<file path="config.mk">
export PLATFORM = sky130hd
export DESIGN_NAME = uart_tx_arbiter
export DESIGN_NICKNAME = d
export VERILOG_FILES = /design/src/rtl/uart_tx_arbiter.sv
export SDC_FILE = /design/constraint.sdc
export NUM_CORES = 1
export LEC_CHECK = 0
export BUFFER_PORTS_ARGS = -buffer_cell sky130_fd_sc_hd__buf_2
export CAP_MARGIN = 20
export CORE_MARGIN = 3
export CORE_UTILIZATION = 45
export CTS_CLUSTER_DIAMETER = 100
export DETAILED_ROUTE_END_ITERATION = 8
export PLACE_DENSITY_LB_ADDON = 0.12
export SLEW_MARGIN = 5
export SYNTH_ARGS = -nofsm -noshare
export SYNTH_HDL_FRONTEND = slang
export SYNTH_SLANG_ARGS = --single-unit
</file>
<file path="constraint.sdc">
create_clock -name clk -period 3.6 [get_ports clk]
set_clock_uncertainty 0.1 [all_clocks]
set_input_delay 0.18 -clock clk [delete_from_list [all_inputs] [get_ports clk]]
set_output_delay 0.18 -clock clk [all_outputs]
set_load 0.02 [all_outputs]
</file>
<file path="src/rtl/uart_tx_arbiter.sv">
// uart_tx_arbiter: two-requester burst-limited arbiter feeding one UART transmitter.
module uart_tx_arbiter #(
  parameter int unsigned MAX_BURST = 4
) (
  input  logic        clk,
  input  logic        resetn,
  input  logic        req0_avail,
  input  logic [7:0]  req0_data,
  output logic        req0_pop,
  input  logic        req1_avail,
  input  logic [7:0]  req1_data,
  output logic        req1_pop,
  output logic [7:0]  tx_data,
  output logic        tx_start,
  input  logic        tx_busy,
  output logic [1:0]  grant,
  output logic        idle,
  output logic [15:0] tx_count
);
  localparam logic [3:0] MAXB = 4'(MAX_BURST);
  typedef enum logic [2:0] {IDLE, LOAD, START, WAIT_BUSY, WAIT_DONE} state_t;
  state_t      state_q, state_d;
  logic [7:0]  tx_data_q, tx_data_d;
  logic [1:0]  grant_q, grant_d;
  logic [3:0]  burst_q, burst_d;
  logic [15:0] tx_count_q, tx_count_d;
  logic        req0_pop_q, req0_pop_d, req1_pop_q, req1_pop_d;
  logic        tx_start_q, tx_start_d, idle_q, idle_d;
  logic        pick1, same;
  always_comb begin
    // Contention keeps the owner until its burst is spent; a lone requester always wins.
    pick1 = (req0_avail & req1_avail) ?
            (grant_q[1] ? (burst_q < MAXB) : (grant_q[0] && burst_q >= MAXB)) : req1_avail;
    same = pick1 ? grant_q[1] : grant_q[0];
    state_d = state_q;
    tx_data_d = tx_data_q;
    grant_d = grant_q;
    burst_d = burst_q;
    tx_count_d = tx_count_q;
    req0_pop_d = 1'b0;
    req1_pop_d = 1'b0;
    tx_start_d = 1'b0;
    case (state_q)
      IDLE: if (!tx_busy && (req0_avail || req1_avail)) begin
        state_d = LOAD;
        tx_data_d = pick1 ? req1_data : req0_data;
        grant_d = pick1 ? 2'b10 : 2'b01;
        burst_d = same ? (burst_q < MAXB ? burst_q + 4'd1 : burst_q) : 4'd1;
        req0_pop_d = !pick1;
        req1_pop_d = pick1;
      end
      LOAD: begin
        state_d = START;
        tx_start_d = 1'b1;
        tx_count_d = tx_count_q + 16'd1;
      end
      START: state_d = WAIT_BUSY;
      WAIT_BUSY: state_d = tx_busy ? WAIT_DONE : WAIT_BUSY;
      WAIT_DONE: state_d = tx_busy ? WAIT_DONE : IDLE;
      default: state_d = IDLE;
    endcase
    idle_d = state_d == IDLE;
  end
  always_ff @(posedge clk or negedge resetn) begin
    if (!resetn) begin
      state_q <= IDLE;
      tx_data_q <= 8'h00;
      grant_q <= 2'b00;
      burst_q <= 4'd0;
      tx_count_q <= 16'd0;
      req0_pop_q <= 1'b0;
      req1_pop_q <= 1'b0;
      tx_start_q <= 1'b0;
      idle_q <= 1'b1;
    end else begin
      state_q <= state_d;
      tx_data_q <= tx_data_d;
      grant_q <= grant_d;
      burst_q <= burst_d;
      tx_count_q <= tx_count_d;
      req0_pop_q <= req0_pop_d;
      req1_pop_q <= req1_pop_d;
      tx_start_q <= tx_start_d;
      idle_q <= idle_d;
    end
  end
  assign req0_pop = req0_pop_q;
  assign req1_pop = req1_pop_q;
  assign tx_data = tx_data_q;
  assign tx_start = tx_start_q;
  assign grant = grant_q;
  assign idle = idle_q;
  assign tx_count = tx_count_q;
endmodule

</file>
==> flow_metrics.tcl <==
set metrics [dict create \
    status "completed" \
    ir_drop_mv 0.4930 \
    grt_max_degree 38 \
    hold_end "state_q[1]$_DFF_PN0_" \
    dp_hpwl_mm 2.411 \
    cp_cell_sequence "nor4_1, a21boi_1, buf_4, o21ai_0, a22o_1" \
    wl_mm 3.427 \
    rows 21 \
    die-area_sq_um 4482 \
    place_congestion 0.8196 \
    maxSlewViolCount 0 \
    wl_per_cell_um 13.87 \
    numCtsBuffers 5 \
    synth_area_leaders "dfrtp_1 54%, xnor2_1 5.8%, mux2i_1 5.4%" \
    synth_top_cell_area_share_pct 53.89 \
    cts_tree "built" \
    final_cell_area_sq_um 2121 \
    final_common_cell "buf_2" \
    ys_seq_area_share_pct 55.46 \
    synth_warnings 0 \
    h-tree-depth 2 \
    r2r_end "burst_q[1]$_DFFE_PN0P_" \
    hold_class "in2reg" \
    syn2layout_area_growth_pct 26.87 \
    grt-ovfl-total 0 \
    cts_resized 0 \
    required_ns 3.68 \
    setup_tns_ns 0 \
    synth_edf_count 0 \
    grt_pass1_vias 1177 \
    worst_pin_slew_ns 1.012 \
    pwr_density_cell_nw_per_um2 763.4 \
    hold_depth 2 \
    ys.flop_type "dfrtp_1" \
    synth_top_area_cell "dfrtp_1" \
    maxSlewHeadroom_pct 32.41 \
    antenna_found_initial 0 \
    crit_family "compound AO/OA/AOI/OAI gates" \
    rrSetupSlack_ns 1.46 \
    cts_max_path_buffers 2 \
    io_buffers 50 \
    place_area_sq_um 1973 \
    synth_nets 168 \
    worstPathArrival_ns 2.22 \
    clock.fmax_mhz 468.3 \
    drc 0 \
    hp-start "tx_busy" \
    vias 1293 \
    worstSetupPathType "reg2reg" \
    final_cell_mix "50 x buf_2, 36 x dfrtp_1, 13 x nor2_1" \
    die_h_um 66.95 \
    async_flop_share_pct 100.0 \
    ios 51 \
    clockRootBuffer "clkbuf_8" \
    postCtsSetupRepairBufs 0 \
    coreArea_sq_um 3468 \
    dp_slack_ns 1.479 \
    initial_core_util_pct 48.20 \
    grt_pass1_wl_mm 5.513 \
    clk_pin_slew_ns 0.08 \
    reg2reg_depth 5 \
    finish.utilization_pct 61.15 \
    power.leakage_nw 1.065 \
    power_mw 1.619 \
    cp-start-kind "flip-flop" \
    fin_nets 223 \
    antenna_cells 0 \
    syn_avg_cell_area_sq_um 11.53 \
    ant_nets 0 \
    drive_gt1_share_pct 32.84 \
    drt_iter0_drc 39 \
    crit_fanout 14 \
    rsz0062_at_grt "no" \
    grt.total_usage_pct 16.75 \
    path_buf_inv 1 \
    clk_latency_ns 0.29 \
    syn_area_sq_um 1672 \
    synthCells 145 \
    die_w_um 66.95 \
    clock_sink_count 37 \
    max_cap_violations 0 \
    period_needed_ns 2.136 \
    dr.pass1.iters 4 \
    fin_ws_ns 1.464 \
    crit_slowest_cell "dfrtp_1" \
    r2r_start "state_q[1]$_DFF_PN0_" \
    timing.final.crit_share_pct 59.32 \
    finalSetupViolCount 0 \
    max_stage_delay_ns 0.48 \
    viasPerCell 5.235 \
    ys_types 40 \
    end_kind "flip-flop" \
    hold_viol_final 0 \
    synth_seq_cells 37 \
]
## layout make-up
class                      count  area, sq um
clock buffer                   5        68.82
clock inverter                 3        68.82
fill                         304         1348
inverter                       2        7.507
multi-input combinational    102        723.2
sequential                    37        927.1
tap                           46        57.56
timing repair buffer          52        267.8
## metal layers
metal  share of wire, %  vias to the layer above  track usage (%)
met4                1.7                        0            6.835
met1                 46                      608            21.24
met2                 45                       45            26.11
met3                6.8                        5            5.565
met5                  0                        -                0
li1                   -                      635                -
## stage by stage
stage	instances	hold WS, ns
after floorplan	145	-0.2156
after global placement	238	0.1984
after detailed placement	238	0.2175
after CTS	247	0.03245
after global routing	247	0.05402
final	247	0.03803
## cell families (layout without fill, tap and decap cells)
logic type | Yosys count | after routing | synth area share (%)
AO/OA/AOI/OAI | 25 | 25 | 9.880
XOR/XNOR | 15 | 15 | 7.859
adder cells (fa/ha/maj) | 2 | 2 | 1.497
buffers and inverters | 6 | 62 | 1.722
flip-flops | 37 | 37 | 55.46
multiplexers | 10 | 10 | 6.063
AND/OR/NAND/NOR | 50 | 50 | 17.51
## worst register-to-register path: stages (launching register included)
cell and delay (ns):
dfrtp_1 0.48, nor4_1 0.37, a21boi_1 0.45, buf_4 0.27
o21ai_0 0.14, a22o_1 0.20
## power by group
group | leakage [nW] | internal, mW | switching [mW]
combinational | 0.530 | 0.217 | 0.298
sequential | 0.466 | 0.542 | 0.127
clock | 0.0687 | 0.279 | 0.157
total | 1.06 | 1.04 | 0.581
## how the worst max path moves through the flow
stage	from	endpoint	slack [ns]	cells after the start
after global placement	grant[0]$_DFFE_PN0P_	tx_data[2]$_DFFE_PN0P_	1.52	4
after CTS	state_q[1]$_DFF_PN0_	burst_q[1]$_DFFE_PN0P_	1.45	5
after detailed placement	state_q[1]$_DFF_PN0_	burst_q[1]$_DFFE_PN0P_	1.48	5
final	state_q[1]$_DFF_PN0_	burst_q[1]$_DFFE_PN0P_	1.46	5
after floorplan	grant[1]$_DFFE_PN0P_	tx_data[0]$_DFFE_PN0P_	1.80	5
after global routing	state_q[1]$_DFF_PN0_	burst_q[1]$_DFFE_PN0P_	1.24	5
## synthesized netlist by cell type, drive strengths merged, types with 2 or more instances
library cell and number:
nor3b 3, a21oi 9, and2 2, nand2 9, o21ai 4, xor2 4, and3 2, buf 3
o21bai 2, ha 2, a21boi 2, nand4 4, and4 6, nor2 13, xnor2 11, mux2i 9
nand3 5, inv 2, dfrtp 36, nand3b 2
## flip-flops by register name, indices dropped and copies added (netlist names)
signal,count
tx_data,8
idle,1
req1_pop,1
state_q,3
req0_pop,1
tx_start,1
tx_count,16
burst_q,4
grant,2
## what timing repair did
action	CTS	global route
setup endpoints to repair	0	0
hold buffers	1	0
endpoints found under the hold margin	36	0
Note: power is estimated with default switching activity, not from simulation.
